**src/rtl/pipe_pkg.sv**
```systemverilog
// Shared constants for the pipeline stage register: default payload width,
// bubble (nop) value and occupancy counter width.
package pipe_pkg;
  localparam int unsigned DATA_W_DEF = 64;
  localparam int unsigned OCC_W      = 2;
  localparam logic [DATA_W_DEF-1:0] BUBBLE_DEF = '0;
endpackage

```
**src/rtl/pipe_stage_reg_if.sv**
```systemverilog
// Valid/ready handshake bundle between upstream, the stage and downstream.
// The slave modport is the stage itself; the master modport drives it.
interface pipe_stage_reg_if
  import pipe_pkg::*;
#(
  parameter int unsigned DATA_W = DATA_W_DEF
);
  logic              in_valid;
  logic              in_ready;
  logic [DATA_W-1:0] in_data;
  logic              out_valid;
  logic              out_ready;
  logic [DATA_W-1:0] out_data;
  logic [OCC_W-1:0]  occupancy;

  modport slave (
    input  in_valid, in_data, out_ready,
    output in_ready, out_valid, out_data, occupancy
  );

  modport master (
    output in_valid, in_data, out_ready,
    input  in_ready, out_valid, out_data, occupancy
  );
endinterface

```
**src/rtl/pipe_slot.sv**
```systemverilog
// One holding slot: valid bit plus payload register. Clear wins over load and
// returns the payload to the bubble value so an empty slot always shows it.
module pipe_slot #(
  parameter int unsigned       DATA_W     = 64,
  parameter logic [DATA_W-1:0] BUBBLE_VAL = '0
) (
  input  logic              clk,
  input  logic              i_clear,
  input  logic              i_load,
  input  logic [DATA_W-1:0] i_data,
  output logic              o_valid,
  output logic [DATA_W-1:0] o_data
);
  logic              r_valid;
  logic [DATA_W-1:0] r_data;

  always_ff @(posedge clk) begin
    if (i_clear) begin
      r_valid <= 1'b0;
      r_data  <= BUBBLE_VAL;
    end else if (i_load) begin
      r_valid <= 1'b1;
      r_data  <= i_data;
    end
  end

  assign o_valid = r_valid;
  assign o_data  = r_data;
endmodule

```
**src/rtl/pipe_stage_reg.sv**
```systemverilog
// Pipeline stage register with valid/ready handshake, flush and 1-cycle latency.
// Define PIPE_STAGE_SKID_EN for the two-slot skid variant (in_ready independent of out_ready).
module pipe_stage_reg
  import pipe_pkg::*;
#(
  parameter int unsigned       DATA_W     = DATA_W_DEF,
  parameter logic [DATA_W-1:0] BUBBLE_VAL = DATA_W'(BUBBLE_DEF)
) (
  input  logic             clk,
  input  logic             rst,
  input  logic             flush,
  pipe_stage_reg_if.slave  bus
);
  logic              w_in_xfer;
  logic              w_out_xfer;
  logic              w_in_ready;
  logic              w_main_valid;
  logic [DATA_W-1:0] w_main_data;
  logic              w_main_load;
  logic              w_main_clear;
  logic [DATA_W-1:0] w_main_d;

  assign w_in_xfer  = bus.in_valid & w_in_ready;
  assign w_out_xfer = w_main_valid & bus.out_ready;

  pipe_slot #(.DATA_W(DATA_W), .BUBBLE_VAL(BUBBLE_VAL)) u_main (
    .clk     (clk),
    .i_clear (w_main_clear),
    .i_load  (w_main_load),
    .i_data  (w_main_d),
    .o_valid (w_main_valid),
    .o_data  (w_main_data)
  );

`ifdef PIPE_STAGE_SKID_EN
  logic              w_skid_valid;
  logic [DATA_W-1:0] w_skid_data;
  logic              w_skid_load;
  logic              w_skid_clear;

  pipe_slot #(.DATA_W(DATA_W), .BUBBLE_VAL(BUBBLE_VAL)) u_skid (
    .clk     (clk),
    .i_clear (w_skid_clear),
    .i_load  (w_skid_load),
    .i_data  (bus.in_data),
    .o_valid (w_skid_valid),
    .o_data  (w_skid_data)
  );

  // Skid drains into main first; input only parks in skid while main is stalled.
  always_comb begin
    w_main_load  = 1'b0;
    w_main_clear = rst | flush;
    w_main_d     = bus.in_data;
    w_skid_load  = 1'b0;
    w_skid_clear = rst | flush;
    if (w_out_xfer) begin
      if (w_skid_valid) begin
        w_main_load  = 1'b1;
        w_main_d     = w_skid_data;
        w_skid_clear = 1'b1;
      end else if (w_in_xfer) begin
        w_main_load  = 1'b1;
      end else begin
        w_main_clear = 1'b1;
      end
    end else if (!w_main_valid) begin
      w_main_load = w_in_xfer;
    end else begin
      w_skid_load = w_in_xfer & ~bus.out_ready;
    end
  end

  assign w_in_ready    = ~w_skid_valid & ~rst;
  assign bus.occupancy = OCC_W'(w_main_valid) + OCC_W'(w_skid_valid);
`else
  // Single slot: refill on the same edge the held entry leaves.
  always_comb begin
    w_main_d     = bus.in_data;
    w_main_load  = w_in_xfer;
    w_main_clear = rst | flush | (w_out_xfer & ~w_in_xfer);
  end

  assign w_in_ready    = ~rst & (~w_main_valid | bus.out_ready);
  assign bus.occupancy = OCC_W'(w_main_valid);
`endif

  assign bus.in_ready  = w_in_ready;
  assign bus.out_valid = w_main_valid;
  assign bus.out_data  = w_main_data;
endmodule

```
**src/flat_wrapper.sv**
```systemverilog
// flat-port wrapper written by rule: the top's interface ports become plain ports
module pipe_stage_reg_flat import pipe_pkg::*;
#(
  parameter int unsigned       DATA_W     = DATA_W_DEF,
  parameter logic [DATA_W-1:0] BUBBLE_VAL = DATA_W'(BUBBLE_DEF)
)
  (clk, rst, flush, bus_in_valid, bus_in_data, bus_out_ready, bus_in_ready, bus_out_valid, bus_out_data, bus_occupancy);
  pipe_stage_reg_if #(.DATA_W(DATA_W)) bus_i ();
  input  logic clk;
  input  logic rst;
  input  logic flush;
  input wire logic [$bits(bus_i.in_valid)-1:0] bus_in_valid;
  input wire logic [$bits(bus_i.in_data)-1:0] bus_in_data;
  input wire logic [$bits(bus_i.out_ready)-1:0] bus_out_ready;
  output wire logic [$bits(bus_i.in_ready)-1:0] bus_in_ready;
  output wire logic [$bits(bus_i.out_valid)-1:0] bus_out_valid;
  output wire logic [$bits(bus_i.out_data)-1:0] bus_out_data;
  output wire logic [$bits(bus_i.occupancy)-1:0] bus_occupancy;
  assign bus_i.in_valid = bus_in_valid;
  assign bus_i.in_data = bus_in_data;
  assign bus_i.out_ready = bus_out_ready;
  assign bus_in_ready = bus_i.in_ready;
  assign bus_out_valid = bus_i.out_valid;
  assign bus_out_data = bus_i.out_data;
  assign bus_occupancy = bus_i.occupancy;
  pipe_stage_reg #(.DATA_W(DATA_W), .BUBBLE_VAL(BUBBLE_VAL)) u_core (.clk(clk), .rst(rst), .flush(flush), .bus(bus_i));
endmodule
```
**config.mk**
```make
export PLATFORM = sky130hd
export DESIGN_NAME = pipe_stage_reg_flat
export DESIGN_NICKNAME = d
export VERILOG_FILES = /design/src/rtl/pipe_pkg.sv /design/src/rtl/pipe_stage_reg_if.sv /design/src/rtl/pipe_slot.sv /design/src/rtl/pipe_stage_reg.sv /design/src/flat_wrapper.sv
export SDC_FILE = /design/constraint.sdc
export NUM_CORES = 1
export LEC_CHECK = 0
export ABC_AREA = 0
export CORE_MARGIN = 5
export CORE_UTILIZATION = 37
export CTS_BUF_LIST = sky130_fd_sc_hd__clkbuf_16
export CTS_CLUSTER_SIZE = 40
export DETAILED_ROUTE_END_ITERATION = 8
export PLACE_DENSITY = 0.79
export SLEW_MARGIN = 20
export SYNTH_ARGS = -nofsm -noshare
export SYNTH_HDL_FRONTEND = slang
export SYNTH_HIERARCHICAL = 1
export SYNTH_SLANG_ARGS = --single-unit
export TNS_END_PERCENT = 30
```
**constraint.sdc**
```tcl
create_clock -name clk -period 1.84 [get_ports clk]
set_input_delay 0.276 -clock clk [delete_from_list [all_inputs] [get_ports clk]]
set_output_delay 0.276 -clock clk [all_outputs]
set_load 0.03 [all_outputs]
```
==> results.txt, run 1 <==
- Total core area: 6280 sq um
* Hpwl dp: 4560 um
* Startpoint type of the worst setup path: register
- Once the floorplan was initialized, standard cells occupied 37.6% of the core.
- The largest individual stage delay along the critical path comes from the cell sky130_fd_sc_hd__clkdlybuf4s50_1.
- Sequential element share of the synthesized area: 55.1%
- During synthesis, Yosys emitted a total of 6 warnings.
- In this design, the stage delay of the slowest critical-path cell is 0.69 ns.
* Hold-fix buffers, CTS: 0
- Post-route cell area: 4120 sq um
- I/O Pins: 137
- Summed negative setup slack over all endpoints: 0 ns
- Overall routing resource usage: 15.4%
* Overall power consumption: 3.50 mW
- Post-detailed-routing wire length: 6230 um
* Via density per instance: 4.55
* Number of buffers created by CTS: 9
- Endpoints failing hold: 0
- Path type of the worst setup path: register to output port
- Pre-CTS setup slack: -0.0446 ns
* Fraction of layout cells with a size suffix above 1: 6.63%
- Clock latency of the later-clocked register in the worst-skew pair: 0.31 ns
- In this run the deepest clock path goes through 2 buffers.
- Worst Path Max Fanout: 2
- The final max-slew violation count came to 0.
* Register-to-register path setup slack: 0.42 ns
* IR Drop Worst-Case VDD: 602 uV
* Clock Skew: 0.00521 ns
- Entering global routing, the biggest net connects 66 pins.
* Number of global-route vias before repair: 2,030
- For this design the ratio of total power to cell area is 851 nW/um^2.
- Number of optimization iterations in the first detailed-route pass: 4
* Clock-pin slew on the worst setup and hold paths: 0.05 ns
- Count of H-tree levels built during CTS: 3
* Number of buffers and inverters on the critical path: 1
- RSZ-0062 raised after global routing: false
* Start point of the worst hold path: u_core/u_main/o_data[20]
* Placed insts: 423
* Final min period: 1.63 ns
- Hold timing on the final database bottoms out at a slack of 0.491 ns.
- Height of the die: 89.9 um
* Cell Area, Synth: 2360 sq um
* Post-layout util: 65.6%
- Number of synthesized register bits: 65
- Setup slack on the critical path of the routed design comes to 0.208 ns.
* Final setup fails: 0
- Average cell area after synthesis: 10.9 sq um
* Antenna violations before repair: 0
- Routability-driven placement finished with a final weighted congestion of 0.706.
- Arrival time at the worst endpoint: 1.36 ns
- Count of nets left with antenna violations after detail routing: 0
- First DRT Iteration DRCs: 51
- Rows: 29
* Global-route wire length before repair: 10,200 um
* Syn nets: 286
* Count of distinct cell types in the synthesized netlist: 13
- Summing over every cut layer, the via total after detailed routing is 1,996.
- 0 antenna diodes ended up in the layout.
- The worst path uses 88.7% of the clock period.
* Endpoint kind of the worst setup timing path: output port
- Buffer cell driving the clock tree root: sky130_fd_sc_hd__clkbuf_16
* Width of the die: 89.9 um
* Leakage power figure: 1.58 nW
* Non-filler instance count after layout: 439
- Clock tree from TritonCTS: done
- Launch point of the critical path: u_core/u_main/o_data[7]
* Crit-path leading delay family: buffers and inverters
* Worst R2R Start: u_core/u_main/o_valid
- The worst hold path belongs to the class register to register.
- Cell count after synthesis: 217
- Dividing the detail-routed wire length by the instance count gives 14.2 um.
* Post-CTS Setup Bufs: 0
* Timing-limited maximum frequency: 613 MHz
* Number of maximum-capacitance violations: 0
* Area growth, synth to finish: 74.4%
- The die covers 8070 sq um.
- The clock drives 65 sinks.
- In the final design database the tool counted 426 nets.
- In the routed design, unresolved DRC markers number 0.
* Run status: complete, no violations
- During placement, the flow inserted port buffers numbering 135.
* Crit path cell chain: clkdlybuf4s50_1
- Total gr overflow: 0
- After detailed placement, the total cell area comes to 3830 sq um.
- Data on the critical path is required at its endpoint by 1.56 ns.
## power by group
part           total [mW]  switching, mW  internal, mW  leakage [nW]
registers            1.46         0.0178          1.44         0.527
clock network        1.56          0.539          1.02         0.144
logic               0.483          0.205         0.278         0.914
total                3.50          0.762          2.74          1.58
## final timing paths
| path | cells after the start | end |
|---|---|---|
| max reg2reg | 5 | u_core/u_main/o_data[42] |
| min reg2reg | 2 | u_core/u_main/o_data[20] |
| min | 2 | u_core/u_main/o_data[20] |
| max | 1 | bus_out_data[7] |
## cell type report
class	instances	area [sq um]
clock buffers	9	225
fillers	511	2160
inverters	2	7.51
multi-input cells	134	928
well taps	77	96.3
flip-flops and latches	65	1300
clock inverters	7	53.8
repair buffers	145	1500
## kinds of logic after synthesis
kind of cell / synth area share [%]
AO/OA/AOI/OAI: 0.954
AND/OR/NAND/NOR: 10.5
multiplexers: 27.1
buffers and inverters: 6.10
other: 0.159
flip-flops: 55.1
## cells in the final DEF, fill, tap and decap left out
master                            instances
sky130_fd_sc_hd__a21oi_1                  1
sky130_fd_sc_hd__a211oi_4                 1
sky130_fd_sc_hd__dlymetal6s2s_1           2
sky130_fd_sc_hd__nor2_1                  66
sky130_fd_sc_hd__buf_12                   6
sky130_fd_sc_hd__clkdlybuf4s50_1        132
sky130_fd_sc_hd__buf_4                    5
sky130_fd_sc_hd__bufinv_16                1
sky130_fd_sc_hd__mux2i_1                 64
sky130_fd_sc_hd__clkinv_1                 3
sky130_fd_sc_hd__dfxtp_1                 65
sky130_fd_sc_hd__clkbuf_16                9
sky130_fd_sc_hd__conb_1                   1
sky130_fd_sc_hd__a311o_2                  1
sky130_fd_sc_hd__clkinv_2                 1
sky130_fd_sc_hd__inv_1                    4
## synth_stat cells
| master | number | area share, % |
|---|---|---|
| sky130_fd_sc_hd__buf_4 | 3 | 0.95 |
| sky130_fd_sc_hd__dfxtp_1 | 65 | 55 |
| sky130_fd_sc_hd__buf_2 | 1 | 0.21 |
| sky130_fd_sc_hd__inv_1 | 2 | 0.32 |
| sky130_fd_sc_hd__nor2_1 | 66 | 10 |
| sky130_fd_sc_hd__buf_6 | 1 | 0.48 |
| sky130_fd_sc_hd__clkbuf_1 | 6 | 0.95 |
| sky130_fd_sc_hd__a21oi_1 | 1 | 0.21 |
| sky130_fd_sc_hd__buf_8 | 5 | 3.2 |
| sky130_fd_sc_hd__a311o_1 | 1 | 0.42 |
| sky130_fd_sc_hd__mux2i_1 | 64 | 27 |
| sky130_fd_sc_hd__conb_1 | 1 | 0.16 |
| sky130_fd_sc_hd__a211oi_1 | 1 | 0.32 |
## flip-flops by register name (all words and copies together), names as in the netlist
signal	flops
u_core/u_main/o_valid	1
u_core/u_main/o_data	64
## repair_timing
action / in CTS / in global routing
setup endpoints to repair: 0 / 2
gates resized for setup: 0 / 2
endpoints found under the hold margin: 0 / 0
## layer usage
layer / GRT usage, % / routed length (um) / share of wire (%)
met1: 17.9 / 2640 / 42
met2: 25.7 / 3040 / 49
met3: 5.43 / 425 / 6.8
met4: 6.08 / 134 / 2.1
met5: 0 / 0 / 0
Note: power is estimated with default switching activity, not from simulation.
==> inputs of run 2 (changes only) <==
--- a/config.mk
+++ b/config.mk
@@ -6,12 +6,13 @@
 export NUM_CORES = 1
 export LEC_CHECK = 0
 export ABC_AREA = 0
-export CORE_MARGIN = 5
-export CORE_UTILIZATION = 37
-export CTS_BUF_LIST = sky130_fd_sc_hd__clkbuf_16
+export CORE_MARGIN = 2
+export CORE_UTILIZATION = 39
+export CTS_BUF_LIST = sky130_fd_sc_hd__clkbuf_8
 export CTS_CLUSTER_SIZE = 40
 export DETAILED_ROUTE_END_ITERATION = 8
-export PLACE_DENSITY = 0.79
+export PLACE_DENSITY = 0.82
+export SKIP_CTS_REPAIR_TIMING = 1
 export SLEW_MARGIN = 20
 export SYNTH_ARGS = -nofsm -noshare
 export SYNTH_HDL_FRONTEND = slang
==> run 2 against run 1 <==
Count of clock-buffer cells in the layout unchanged. Cell area decreased by 0.33%. Critical path depth unchanged. Via count increased by 0.90%. Flip-flop and latch count unchanged. Worst setup slack got worse by 0.0017 ns. Non-clock buffer count increased by 5.
==> results.txt, run 2 (synthesized netlist as in run 1, its figures left out) <==
- The highest fanout seen on the critical path came to 2 (unchanged).
* Max Buffers Root-to-Sink: 2 (unchanged)
* IR Drop Worst-Case VDD: 574 uV (was 602 uV)
- The overall global routing resource usage is 18.1% (was 15.4%).
- Total DRC errors in the routed layout: 0 (unchanged)
* Width of the die: 81.8 um (was 89.9 um)
* Total gr overflow: 0 (unchanged)
- The area of the die came to 6690 sq um (was 8070 sq um).
* Clock tree from TritonCTS: done (unchanged)
* Combinational fraction of design power: 14.3% (was 13.8%)
- Most used cells in the layout excluding fill and tap cells: 132 x sky130_fd_sc_hd__clkdlybuf4s50_1, 66 x sky130_fd_sc_hd__nor2_1, 65 x sky130_fd_sc_hd__dfxtp_1 (unchanged).
* Cells on worst reg2reg path: 5 (unchanged)
- The via total after detailed routing came to 2,014 (was 1,996).
- The cell with the biggest individual delay on the critical path is sky130_fd_sc_hd__clkdlybuf4s50_1 (unchanged).
- The height of the die is 81.8 um (was 89.9 um).
- Switching portion of total power: 22.7% (was 21.8%)
- Startpoint type of the worst setup path: register (unchanged)
- The number of buffers created by CTS came to 9 (unchanged).
- Final cycle utilization of the critical path: 88.8% (was 88.7%)
* Wire per inst: 13.2 um (was 14.2 um)
* Arrival time at the worst endpoint: 1.36 ns (about the same)
- The flop-to-flop setup slack was 0.45 ns (was 0.42 ns).
* Longest individual stage delay on the worst path: 0.68 ns (was 0.69 ns)
- Antenna violations before repair: 0 (unchanged)
- Initial Util: 40.1% (was 37.6%)
- RSZ-0062 raised after global routing: false (unchanged)
- Layout filler cell count: 453 (was 511)
- Post-layout util: 69.7% (was 65.6%)
* Path category of the worst min-delay check: register to register (unchanged)
- TritonCTS Sinks: 65 (unchanged)
- Share of total power in the clock network: 42.7% (was 44.5%)
- The terminating pin of the worst hold path is u_core/u_main/o_data[1] (was u_core/u_main/o_data[20]).
- I/O Pins: 137 (unchanged)
- Crit-path leading delay family: buffers and inverters (unchanged)
- Clock latency of the later-clocked register in the worst-skew pair: 0.33 ns (was 0.31 ns)
- Buffer cell driving the clock tree root: sky130_fd_sc_hd__clkbuf_8 (was sky130_fd_sc_hd__clkbuf_16)
- Data required time of the critical path: 1.56 ns (about the same)
* Number of optimization iterations in the first detailed-route pass: 3 (was 4)
- Final min period: 1.63 ns (about the same)
- Cell-internal power: 2.62 mW (was 2.74 mW)
* Hold Path Stages: 2 (unchanged)
* Path type of the worst setup path: register to output port (unchanged)
- The start of the worst register-to-register path was u_core/u_main/o_valid (unchanged).
* Sw Pwr: 771 uW (was 762 uW)
* Via density per instance: 4.56 (was 4.55)
* Start point of the worst hold path: u_core/u_main/o_data[1] (was u_core/u_main/o_data[20])
- Timing-limited maximum frequency: 612 MHz (was 613 MHz)
- The capture point of the worst reg-to-reg path is u_core/u_main/o_data[0] (was u_core/u_main/o_data[42]).
- Total power per unit cell area: 827 nW/um^2 (was 851 nW/um^2)
- Endpoint kind of the worst setup timing path: output port (unchanged)
- Number of max-slew violations in the final report: 0 (unchanged)
- Count of nets left with antenna violations after detail routing: 0 (unchanged)
- Overall power consumption: 3.39 mW (was 3.50 mW)
- Fraction of layout cells with a size suffix above 1: 9.26% (was 6.63%)
- Crit path cell chain: clkdlybuf4s50_1 (unchanged)
- The part of the power in registers came to 42.9% (was 41.7%).
* Count of H-tree levels built during CTS: 3 (unchanged)
- The final-stage net count is 431 (was 426).
- The clock tree skew after final layout was 0.00745 ns (was 0.00521 ns).
* Area growth, synth to finish: 73.9% (was 74.4%)
- The pin count of the biggest net entering global routing came to 66 (unchanged).
* Run status: complete, no violations (unchanged)
* Commonest non-fill, non-tap cell in the layout: sky130_fd_sc_hd__clkdlybuf4s50_1 (unchanged)
- Number of global-route vias before repair: 2,063 (was 2,030)
- The half-perimeter wire length after detailed placement is 4390 um (was 4560 um).
* Rows: 28 (was 29)
- Endpoints failing hold: 0 (unchanged)
* First DRT Iteration DRCs: 63 (was 51)
- The leakage power figure came to 1.58 nW (about the same).
- Max reg flops: 64 (unchanged)
- Number of maximum-capacitance violations: 0 (unchanged)
- Clock-pin slew on the worst setup and hold paths: 0.08 ns (was 0.05 ns)
- The area inside the core boundary was 5890 sq um (was 6280 sq um).
- The number of I/O port buffers came to 135 (unchanged).
- The final routed wirelength across all metal layers is 5840 um (was 6230 um).
- The global-route wire length before repair was 9160 um (was 10,200 um).
* Antenna diodes: 0 (unchanged)
* Final Wtd Congestion: 0.726 (was 0.706)
* Final setup fails: 0 (unchanged)
- The hold slack was 0.492 ns (was 0.491 ns).
* Number of buffers and inverters on the critical path: 1 (unchanged)
run 2: changes by cell type in the layout (fill, tap and decap cells not counted), sizes merged:
cell      delta
buf          +5
bufinv       +2
clkinv       -2
clkinvlp     +2
inv          -2
run 2: per-stage QoR:
step                cells  setup slack, ns  instance area (sq um)  setup TNS [ns]
floorplan             217            0.354                   2360               0
global placement      426           0.0239                   3850               0
detailed placement    426          -0.0179                   3850          -0.107
CTS                   442          0.00497                   4100               0
global route          442            0.142                   4100               0
finish                442            0.206                   4100               0
run 2: per-layer routing:
| metal | wire length (um) | share of wire, % | up-vias | global-route usage [%] |
|---|---|---|---|---|
| li1 | - | - | 1001 | - |
| met1 | 2350 | 40 | 915 | 20.7 |
| met2 | 2760 | 47 | 85 | 29.4 |
| met3 | 605 | 10 | 13 | 7.47 |
| met4 | 125 | 2.1 | 0 | 8.17 |
| met5 | 0 | 0 | - | 0 |
run 2: cell type report:
| type | instances | area [sq um] | area share [%] |
|---|---|---|---|
| Tap cell | 75 | 93.8 | 2.29 |
| Timing Repair Buffer | 150 | 1530 | 37.3 |
| Sequential cell | 65 | 1300 | 31.7 |
| Clock buffer | 9 | 124 | 3.02 |
| Inverter | 2 | 7.51 | 0.183 |
| Multi-Input combinational cell | 134 | 928 | 22.6 |
| Clock inverter | 7 | 119 | 2.90 |
run 2: power by group through the flow:
stage,Clock (mW),Combinational [mW],Sequential [mW]
after CTS,1.48,0.493,1.46
after floorplan,0,0.168,1.55
after detailed placement,0,0.491,1.49
after global placement,0,0.483,1.49
after global routing,1.54,0.520,1.46
final,1.45,0.487,1.46
run 2: worst max-delay path by stage:
stage | from | endpoint | cells after the start
2_1_floorplan | u_core/u_main/o_valid | u_core/u_main/o_data[13] | 5
3_3_place_gp | bus_out_ready | u_core/u_main/o_data[59] | 7
3_5_place_dp | bus_out_ready | u_core/u_main/o_data[0] | 7
4_1_cts | u_core/u_main/o_valid | bus_occupancy[0] | 1
5_1_grt | u_core/u_main/o_data[25] | bus_out_data[25] | 1
6_report | u_core/u_main/o_data[22] | bus_out_data[22] | 1
run 2: worst min-delay path, delay by kind of cell, from the launching register on:
kind | cells | cell delay (ns)
flip-flops | 1 | 0.33
multiplexers | 1 | 0.06
AND/OR/NAND/NOR | 1 | 0.07
